==> src/rtl/enemy_hit_gen4_pkg.sv <==
// Shared types and constants for the enemy hit / shield generator.
// Shield FSMs are only built when ENEMY_SHIELD_EN is defined.
package enemy_pkg;

    localparam int unsigned COORD_W  = 10;
    localparam int unsigned FCNT_W   = 7;
    localparam int unsigned N_ENEMY  = 4;

    localparam int unsigned DEF_HIT_HALF_W   = 16;
    localparam int unsigned DEF_HIT_HALF_H   = 16;
    localparam int unsigned DEF_THREAT_HALF  = 48;
    localparam int unsigned DEF_RAISE_FRAMES = 15;
    localparam int unsigned DEF_UP_FRAMES    = 60;
    localparam int unsigned DEF_COOL_FRAMES  = 90;

    typedef enum logic [1:0] {
        SH_DOWN  = 2'd0,
        SH_RAISE = 2'd1,
        SH_UP    = 2'd2,
        SH_COOL  = 2'd3
    } shield_state_t;

    // |a - b| on unsigned coordinates; one extra bit keeps the difference from wrapping.
    function automatic logic [COORD_W-1:0] abs_diff(input logic [COORD_W-1:0] a,
                                                    input logic [COORD_W-1:0] b);
        logic signed [COORD_W:0] d;
        logic signed [COORD_W:0] nd;
        d  = $signed({1'b0, a}) - $signed({1'b0, b});
        nd = -d;
        return d[COORD_W] ? nd[COORD_W-1:0] : d[COORD_W-1:0];
    endfunction

endpackage

==> src/rtl/enemy_hit_gen4_if.sv <==
// Bus between the hit generator and the enemy health tracker / game logic.
// master = hit generator, slave = the side supplying positions and dead flags.
interface enemy_hit_gen4_if;
    import enemy_pkg::*;

    logic                   attack_active;
    logic [COORD_W-1:0]     attack_x;
    logic [COORD_W-1:0]     attack_y;
    logic [COORD_W-1:0]     enemy_x [0:3];
    logic [COORD_W-1:0]     enemy_y [0:3];
    logic [0:3]             dead;
    logic [0:3]             enemy_hit_en;
    logic [0:3]             is_enemy_shield;

    modport master (
        input  attack_active, attack_x, attack_y, enemy_x, enemy_y, dead,
        output enemy_hit_en, is_enemy_shield
    );

    modport slave (
        output attack_active, attack_x, attack_y, enemy_x, enemy_y, dead,
        input  enemy_hit_en, is_enemy_shield
    );

endinterface

==> src/rtl/enemy_hit_gen4_shield_fsm.sv <==
// Per-enemy frame-counted shield: DOWN -> RAISE -> UP -> COOL -> DOWN.
// Advances only on frame-edge cycles; dead forces DOWN with priority.
module enemy_shield_fsm
    import enemy_pkg::*;
#(
    parameter int unsigned RAISE_FRAMES = DEF_RAISE_FRAMES,
    parameter int unsigned UP_FRAMES    = DEF_UP_FRAMES,
    parameter int unsigned COOL_FRAMES  = DEF_COOL_FRAMES
) (
    input  logic Clk,
    input  logic Reset,
    input  logic fe,
    input  logic threat,
    input  logic dead,
    output logic shield
);

    localparam logic [FCNT_W-1:0] RAISE_LD = FCNT_W'(RAISE_FRAMES - 1);
    localparam logic [FCNT_W-1:0] UP_LD    = FCNT_W'(UP_FRAMES - 1);
    localparam logic [FCNT_W-1:0] COOL_LD  = FCNT_W'(COOL_FRAMES - 1);

    shield_state_t      state_q, state_d;
    logic [FCNT_W-1:0]  cnt_q, cnt_d;
    logic               shield_q, shield_d;

    always_comb begin
        state_d = state_q;
        cnt_d   = cnt_q;
        if (fe) begin
            if (dead) begin
                state_d = SH_DOWN;
                cnt_d   = '0;
            end else begin
                case (state_q)
                    SH_DOWN: begin
                        if (threat) begin
                            state_d = SH_RAISE;
                            cnt_d   = RAISE_LD;
                        end
                    end
                    SH_RAISE: begin
                        if (cnt_q == '0) begin
                            state_d = SH_UP;
                            cnt_d   = UP_LD;
                        end else begin
                            cnt_d = cnt_q - 1'b1;
                        end
                    end
                    SH_UP: begin
                        if (cnt_q == '0) begin
                            state_d = SH_COOL;
                            cnt_d   = COOL_LD;
                        end else begin
                            cnt_d = cnt_q - 1'b1;
                        end
                    end
                    SH_COOL: begin
                        if (cnt_q == '0) begin
                            state_d = SH_DOWN;
                        end else begin
                            cnt_d = cnt_q - 1'b1;
                        end
                    end
                    default: begin
                        state_d = SH_DOWN;
                        cnt_d   = '0;
                    end
                endcase
            end
        end
        // Dead already forced DOWN above, so UP here implies alive.
        shield_d = fe ? (state_d == SH_UP) : shield_q;
    end

    always_ff @(posedge Clk) begin
        if (Reset) begin
            state_q  <= SH_DOWN;
            cnt_q    <= '0;
            shield_q <= 1'b0;
        end else begin
            state_q  <= state_d;
            cnt_q    <= cnt_d;
            shield_q <= shield_d;
        end
    end

    assign shield = shield_q;

endmodule

==> src/rtl/enemy_hit_gen4.sv <==
// Generates per-frame hit levels and shield flags for four enemies.
// Shield FSMs are built only when ENEMY_SHIELD_EN is defined; otherwise shields read 0.
module enemy_hit_gen4
    import enemy_pkg::*;
#(
    parameter int unsigned HIT_HALF_W   = DEF_HIT_HALF_W,
    parameter int unsigned HIT_HALF_H   = DEF_HIT_HALF_H,
    parameter int unsigned THREAT_HALF  = DEF_THREAT_HALF,
    parameter int unsigned RAISE_FRAMES = DEF_RAISE_FRAMES,
    parameter int unsigned UP_FRAMES    = DEF_UP_FRAMES,
    parameter int unsigned COOL_FRAMES  = DEF_COOL_FRAMES
) (
    input  logic             Clk,
    input  logic             Reset,
    input  logic             frame_clk,
    enemy_hit_gen4_if.master bus
);

    localparam logic [COORD_W-1:0] HIT_W_LIM  = COORD_W'(HIT_HALF_W);
    localparam logic [COORD_W-1:0] HIT_H_LIM  = COORD_W'(HIT_HALF_H);
    localparam logic [COORD_W-1:0] THREAT_LIM = COORD_W'(THREAT_HALF);

    logic frame_clk_q;
    logic fe_q;

    // frame_clk is treated as a slow level; a rising edge yields one fe_q pulse.
    always_ff @(posedge Clk) begin
        if (Reset) begin
            frame_clk_q <= 1'b0;
            fe_q        <= 1'b0;
        end else begin
            frame_clk_q <= frame_clk;
            fe_q        <= frame_clk & ~frame_clk_q;
        end
    end

    for (genvar gi = 0; gi < N_ENEMY; gi++) begin : g_enemy
        logic [COORD_W-1:0] adx;
        logic [COORD_W-1:0] ady;
        logic               hit_d;
        logic               hit_q;
        logic               threat;

        assign adx    = abs_diff(bus.attack_x, bus.enemy_x[gi]);
        assign ady    = abs_diff(bus.attack_y, bus.enemy_y[gi]);
        assign hit_d  = bus.attack_active & ~bus.dead[gi] & (adx < HIT_W_LIM) & (ady < HIT_H_LIM);
        assign threat = bus.attack_active & (adx < THREAT_LIM) & (ady < THREAT_LIM);

        // Held for the whole frame so the tracker samples a stable level.
        always_ff @(posedge Clk) begin
            if (Reset) begin
                hit_q <= 1'b0;
            end else if (fe_q) begin
                hit_q <= hit_d;
            end
        end

        assign bus.enemy_hit_en[gi] = hit_q;

`ifdef ENEMY_SHIELD_EN
        enemy_shield_fsm #(
            .RAISE_FRAMES (RAISE_FRAMES),
            .UP_FRAMES    (UP_FRAMES),
            .COOL_FRAMES  (COOL_FRAMES)
        ) u_shield (
            .Clk    (Clk),
            .Reset  (Reset),
            .fe     (fe_q),
            .threat (threat),
            .dead   (bus.dead[gi]),
            .shield (bus.is_enemy_shield[gi])
        );
`else
        logic threat_unused;
        assign threat_unused            = threat;
        assign bus.is_enemy_shield[gi]  = 1'b0;
`endif
    end

endmodule

==> src/flat_wrapper.sv <==
// flat-port wrapper written by rule: the top's interface ports become plain ports
module enemy_hit_gen4_flat import enemy_pkg::*;
#(
    parameter int unsigned HIT_HALF_W   = DEF_HIT_HALF_W,
    parameter int unsigned HIT_HALF_H   = DEF_HIT_HALF_H,
    parameter int unsigned THREAT_HALF  = DEF_THREAT_HALF,
    parameter int unsigned RAISE_FRAMES = DEF_RAISE_FRAMES,
    parameter int unsigned UP_FRAMES    = DEF_UP_FRAMES,
    parameter int unsigned COOL_FRAMES  = DEF_COOL_FRAMES
)
  (Clk, Reset, frame_clk, bus_attack_active, bus_attack_x, bus_attack_y, bus_enemy_x, bus_enemy_y, bus_dead, bus_enemy_hit_en, bus_is_enemy_shield);
  enemy_hit_gen4_if bus_i ();
  input  logic Clk;
  input  logic Reset;
  input  logic frame_clk;
  input wire logic [$bits(bus_i.attack_active)-1:0] bus_attack_active;
  input wire logic [$bits(bus_i.attack_x)-1:0] bus_attack_x;
  input wire logic [$bits(bus_i.attack_y)-1:0] bus_attack_y;
  input wire logic [$bits(bus_i.enemy_x)-1:0] bus_enemy_x;
  input wire logic [$bits(bus_i.enemy_y)-1:0] bus_enemy_y;
  input wire logic [$bits(bus_i.dead)-1:0] bus_dead;
  output wire logic [$bits(bus_i.enemy_hit_en)-1:0] bus_enemy_hit_en;
  output wire logic [$bits(bus_i.is_enemy_shield)-1:0] bus_is_enemy_shield;
  assign bus_i.attack_active = bus_attack_active;
  assign bus_i.attack_x = bus_attack_x;
  assign bus_i.attack_y = bus_attack_y;
  assign bus_i.enemy_x = {>>{bus_enemy_x}};
  assign bus_i.enemy_y = {>>{bus_enemy_y}};
  assign bus_i.dead = bus_dead;
  assign bus_enemy_hit_en = bus_i.enemy_hit_en;
  assign bus_is_enemy_shield = bus_i.is_enemy_shield;
  enemy_hit_gen4 #(.HIT_HALF_W(HIT_HALF_W), .HIT_HALF_H(HIT_HALF_H), .THREAT_HALF(THREAT_HALF), .RAISE_FRAMES(RAISE_FRAMES), .UP_FRAMES(UP_FRAMES), .COOL_FRAMES(COOL_FRAMES)) u_core (.Clk(Clk), .Reset(Reset), .frame_clk(frame_clk), .bus(bus_i));
endmodule
==> config.mk <==
export PLATFORM = sky130hd
export DESIGN_NAME = enemy_hit_gen4_flat
export DESIGN_NICKNAME = d
export VERILOG_FILES = /design/src/rtl/enemy_hit_gen4_pkg.sv /design/src/rtl/enemy_hit_gen4_if.sv /design/src/rtl/enemy_hit_gen4_shield_fsm.sv /design/src/rtl/enemy_hit_gen4.sv /design/src/flat_wrapper.sv
export SDC_FILE = /design/constraint.sdc
export NUM_CORES = 1
export LEC_CHECK = 0
export CAP_MARGIN = 5
export CORE_MARGIN = 2
export CORE_UTILIZATION = 40
export DETAILED_ROUTE_END_ITERATION = 12
export GPL_TIMING_DRIVEN = 0
export PLACE_DENSITY = 0.7
export SLEW_MARGIN = 10
export SYNTH_ARGS = -nofsm -noshare
export SYNTH_HDL_FRONTEND = slang
export SYNTH_HIERARCHICAL = 1
export SYNTH_SLANG_ARGS = --single-unit
==> constraint.sdc <==
create_clock -name Clk -period 4 [get_ports Clk]
set_input_delay 1.2 -clock Clk [delete_from_list [all_inputs] [get_ports Clk]]
set_output_delay 1.2 -clock Clk [all_outputs]
set_load 0.05 [all_outputs]
== Word level (Yosys, flattened, before mapping) ==
Index checks and enable logic that the tools add are counted.

* Flip-flop bits (word level): 6
* Output and inout port bits: 8
* Logic and storage cells: 56

* Add/sub/neg operators: 16
* $lt $le $gt $ge: 8
* Muxes and demuxes: 8
* Bitwise gates (word level): 18

{| class="wikitable"
|+ Operators with widths
! cell !! count
|-
| 10-bit by 10-bit subtractor with 11-bit output || 8
|-
| 10-bit by 5-bit less-than comparator with 1-bit output (second input constant) || 8
|-
| 10-bit 2-to-1 mux || 8
|-
| 10-bit negator || 8
|-
| 1-bit AND || 13
|-
| 1-bit inverter || 5
|}

== Depth between registers and ports, before layout ==
* Depth after elaboration: 6
* Gate-level depth with buffers: 13
* Gate-level depth less buffers: 13

== Worst setup path before layout ==
Ideal clock, no wire load.

* Path kind: input -> register
* From: input bus_attack_x[0]
* To: register u_core.g_enemy[3].hit_q
* Setup time: 69 ps
* Arrival time: 3888 ps
* Data required time: 3931 ps
* Slack: 43 ps
* Cell stages on the path: 13
* Buffers on the path: 0
* Cells stage by stage: inv_1 > ha_1 > inv_1 > fa_1 > a21o_1 > a221o_1 > a21o_1 > a21o_1 > xor2_1 > or3_1 > o21ba_1 > a2111o_1 > o21ai_1

* Cells in the longest elaborated chain, start to end: 6

{| class="wikitable"
|+ RTL lines
! item !! RTL line !! source
|-
| start: declaration || flat_wrapper.sv:17 || <nowiki>input wire logic [$bits(bus_i.attack_x)-1:0] bus_attack_x;</nowiki>
|-
| 10-bit by 10-bit subtractor with 11-bit output (*) || enemy_hit_gen4_pkg.sv:28 || <nowiki>d = $signed({1'b0, a}) - $signed({1'b0, b});</nowiki>
|-
| 10-bit negator || enemy_hit_gen4_pkg.sv:29 || <nowiki>nd = -d;</nowiki>
|-
| 10-bit 2-to-1 mux (*) || enemy_hit_gen4_pkg.sv:30 || <nowiki>return d[COORD_W] ? nd[COORD_W-1:0] : d[COORD_W-1:0];</nowiki>
|-
| 10-bit by 5-bit less-than comparator with 1-bit output (*) || enemy_hit_gen4.sv:46 || <nowiki>assign hit_d = bus.attack_active & ~bus.dead[gi] & (adx < HIT_W_LIM) & (ady < HIT_H_LIM);</nowiki>
|-
| 1-bit AND (*) (2 in series) || enemy_hit_gen4.sv:46 ||
|-
| end signal: assignment || enemy_hit_gen4.sv:54 || <nowiki>hit_q <= hit_d;</nowiki>
|-
| end: declaration || enemy_hit_gen4.sv:41 || <nowiki>logic hit_q;</nowiki>
|}

Mark *: on every way between the ends. The rest lies on a longest branch, timed or not.
A chain may end at the register's enable or synchronous reset.

== Worst setup path after layout ==
* From: input bus_enemy_x[2]
* To: register u_core.g_enemy[3].hit_q

* Cells in the longest elaborated chain, start to end: 6

{| class="wikitable"
|+ RTL lines
! item !! RTL line !! source
|-
| start: declaration || flat_wrapper.sv:19 || <nowiki>input wire logic [$bits(bus_i.enemy_x)-1:0] bus_enemy_x;</nowiki>
|-
| 10-bit by 10-bit subtractor with 11-bit output (*) || enemy_hit_gen4_pkg.sv:28 ||
|-
| 10-bit negator || enemy_hit_gen4_pkg.sv:29 ||
|-
| 10-bit 2-to-1 mux (*) || enemy_hit_gen4_pkg.sv:30 ||
|-
| 10-bit by 5-bit less-than comparator with 1-bit output (*) || enemy_hit_gen4.sv:46 ||
|-
| 1-bit AND (*) (2 in series) || enemy_hit_gen4.sv:46 ||
|}

Marks and branches as above.

==> results.md <==
* I/O Buffers at 111
* Rows at 40
* Initial antenna violation count at 0
* Area of the mapped netlist at 4927 um^2
* Core Region at 12,010 um^2
* Post-synth EDFFs at 0
* Number of nets in the layout at 1,042
* Largest net degree at the start of global routing at 11
* Worst hold start: u_core/frame_clk_q
* Worst Reg-to-Reg Cells at 5
* Hold Path End: u_core/fe_q
* Final hold vios at 0
* Yosys top cell area share at 0.2031
* Critical path's largest stage delay at 0.62 ns
* CTS root buf: clkbuf_16
* Final worst-path cycle share at 0.9715
* First-pass GRT wire length at 21.51 mm
* Reg-to-reg slack, setup at 2.65 ns
* Worst-Skew Late Latency at 0.23 ns
* Clock Path Buffers at 2
* Post-route ant nets at 0
* Reg-to-reg endpoint: u_core/g_enemy[3].hit_q
* Critical-path cell list: clkdlybuf4s50_1, inv_1, ha_4, a21o_1, buf_4, a21oi_1, or4b_2, nand3_1, o21ai_0, a21oi_1, o221ai_1, a2111o_1, o21ai_1
* CP Buf/Inv Count at 3
* Sum Neg Setup Slack at 0 ns
* Clock sink total at 6
* WP data required at 4.16 ns
* Slew Limit Fails at 0
* Number of global-route vias before repair at 4,840
* Asr flop ratio synth at 0
* Power per cell area at 182.3 nW/um^2
* DR DRC count at 0
* Crit Path Category: in2reg
* Setup-failing EPs final at 0
* # placed instances at 967
* Status: finished, final reports clean
* R2r startpoint: u_core/fe_q
* 1st-pass router iterations at 6
* Full die area at 13,220 um^2
* Die W at 115.0 um
* Count leader, synth: inv_1
* Startpoint Class: primary input
* Antenna diode count at 0
* Number of CTS-inserted buffers at 3
* Fmax at 257.3 MHz
* Placed wire-length estimate at 10.74 mm
* Initial Utilization at 0.4102
* WP data arrival at 4.05 ns
* Slew of the pin with the lowest slew margin at 0.8250 ns
* Power Total at 1.245 mW
* Worst hold path class: reg2reg
* Worst Path Max Fanout at 5
* Register bit total from synthesis at 6
* Register area share after synthesis at 0.02438
* Hold Crit Depth at 1
* Post-Route M1 WL at 6.303 mm
* Yosys warns at 6
* Routed wl met3 at 702 um
* Final cell count without fillers at 991
* Post-synth top area cell: ha_1
* Max VDD drop at 0.07653 mV
* Total grt overflow at 0
* WL per Instance at 13.53 um
* Max Cap Viol at 0
* Top cells by count, synth: 97 x inv_1, 80 x ha_1, 49 x nor2_1
* Top Layer Used: met4
* Synth area leaders: ha_1 20%, inv_1 7.4%, xnor2_1 5.0%, a21oi_1 4.7%, xor2_1 4.4%
* Crit-path slowest cell: or4b_2
* Most used DFF post-synth: dfxtp_1
* Syn_area_per_cell at 6.979 um^2
* Area growth syn-to-layout at 38.65%
* Vias per cell at 5.382
* Clock skew at 0.0007588 ns
* CP dominant cell by count: a21oi_1
* Initial drt markers at 294
* Worst-path clk slew at 0.03 ns
* WHS at 0.3872 ns
* Slew HR at 0.4423
* Distinct cells, synth at 69
* # hold bufs at CTS at 0
* Final Critical Period at 3.886 ns
* Kind of cell adding the most delay to the critical path: compound AO/OA/AOI/OAI gates
* Vias at 5,334
* CTS tree: yes
* Mapped Cells at 706
* RD Place Congestion at 0.8528
* Routed wire length at 13.41 mm
* Metal2 WL at 6.303 mm
* Share of layout cells above drive strength 1 at 0.1303
* P_leak at 3.181 nW
* Gr usage total at 0.1934
* Die Ht at 115.0 um
* I/O pins at 116
* Critical path endpoint category: flop
* H-tree levels at 1
==> final cells by class <==
type / instances / area, um^2
multi-input cells: 585 / 4682
repair buffers: 135 / 1295
fillers: 1170 / 5180
plain buffers: 18 / 108.9
clock buffers: 3 / 75.07
inverters: 97 / 366.6
well taps: 147 / 183.9
flip-flops and latches: 6 / 120.1
==> state kept, by name (all words and copies together) (netlist names) <==
name	count
u_core/g_enemy.hit_q	4
u_core/frame_clk_q	1
u_core/fe_q	1
==> worst reg2reg max path, cell delays in order (launching register included) <==
cell	delay (ns)
dfxtp_1	0.32
nand3b_1	0.22
nor2_1	0.16
o221ai_1	0.12
a2111o_1	0.35
o21ai_1	0.12
==> kinds of logic after synthesis <==
family	Yosys count	share of synthesized area
simple gates	231	0.2448
compound gates	200	0.2834
buf+inv	118	0.09802
fa+ha+maj	88	0.2357
mux	9	0.01879
other cells	1	0.0007611
flops	6	0.02438
xor+xnor	53	0.09421
==> worst max path at each step <==
stage / from / to / slack, ns / depth (start not counted)
after detailed placement: bus_attack_y[1] / u_core/g_enemy[2].hit_q / -0.73 / 9
after CTS: bus_enemy_y[0] / u_core/g_enemy[3].hit_q / 0.002 / 13
after global placement: bus_attack_x[1] / u_core/g_enemy[3].hit_q / -0.69 / 11
final: bus_enemy_x[2] / u_core/g_enemy[3].hit_q / 0.11 / 13
after floorplan: bus_attack_x[0] / u_core/g_enemy[3].hit_q / 0.04 / 13
after global routing: bus_enemy_y[31] / u_core/g_enemy[0].hit_q / -0.1 / 12
==> per-layer routing <==
metal / track usage / vias up
met5: 0 / -
met4: 0.03052 / 0
met3: 0.01740 / 8
met2: 0.3459 / 147
met1: 0.2569 / 2355
li1: - / 2824
==> through the flow <==
stage	instance area [um^2]	setup slack [ns]	util
global placement	6233	-0.6902	0.5190
finish	6832	0.1142	0.5688
floorplan	4938	0.04339	-
CTS	6615	0.002004	0.5507
global route	6832	-0.09968	0.5688
detailed placement	6233	-0.7347	0.5190
==> timing repair <==
item / in CTS / in global routing
resized for setup: 43 / 44
pin swaps: 35 / 18
setup buffers: 20 / 4
endpoints found under the setup margin: 4 / 4
==> cell usage in the layout (no fill, tap or decap), types with 11 or more instances in the layout <==
| cell type | netlist | routed |
|---|---|---|
| nor2b_1 | 12 | 12 |
| nor3_1 | 23 | 22 |
| a21o_1 | 29 | 28 |
| o21ai_0 | 24 | 20 |
| buf_4 | 8 | 31 |
| nand3_1 | 25 | 24 |
| nand2_1 | 42 | 42 |
| nand3b_1 | 11 | 11 |
| a21oi_1 | 46 | 38 |
| ha_1 | 80 | 67 |
| and3_1 | 14 | 14 |
| inv_1 | 97 | 94 |
| clkdlybuf4s50_1 | 0 | 96 |
| nor2_1 | 49 | 49 |
| xnor2_1 | 28 | 28 |
| xor2_1 | 25 | 25 |
==> where the power goes <==
group          switching, mW  internal [mW]  total, mW
combinational          0.527          0.494       1.02
clock                 0.0346          0.128      0.163
sequential          0.000387         0.0613     0.0617
Note: power is estimated with default switching activity, not from simulation.
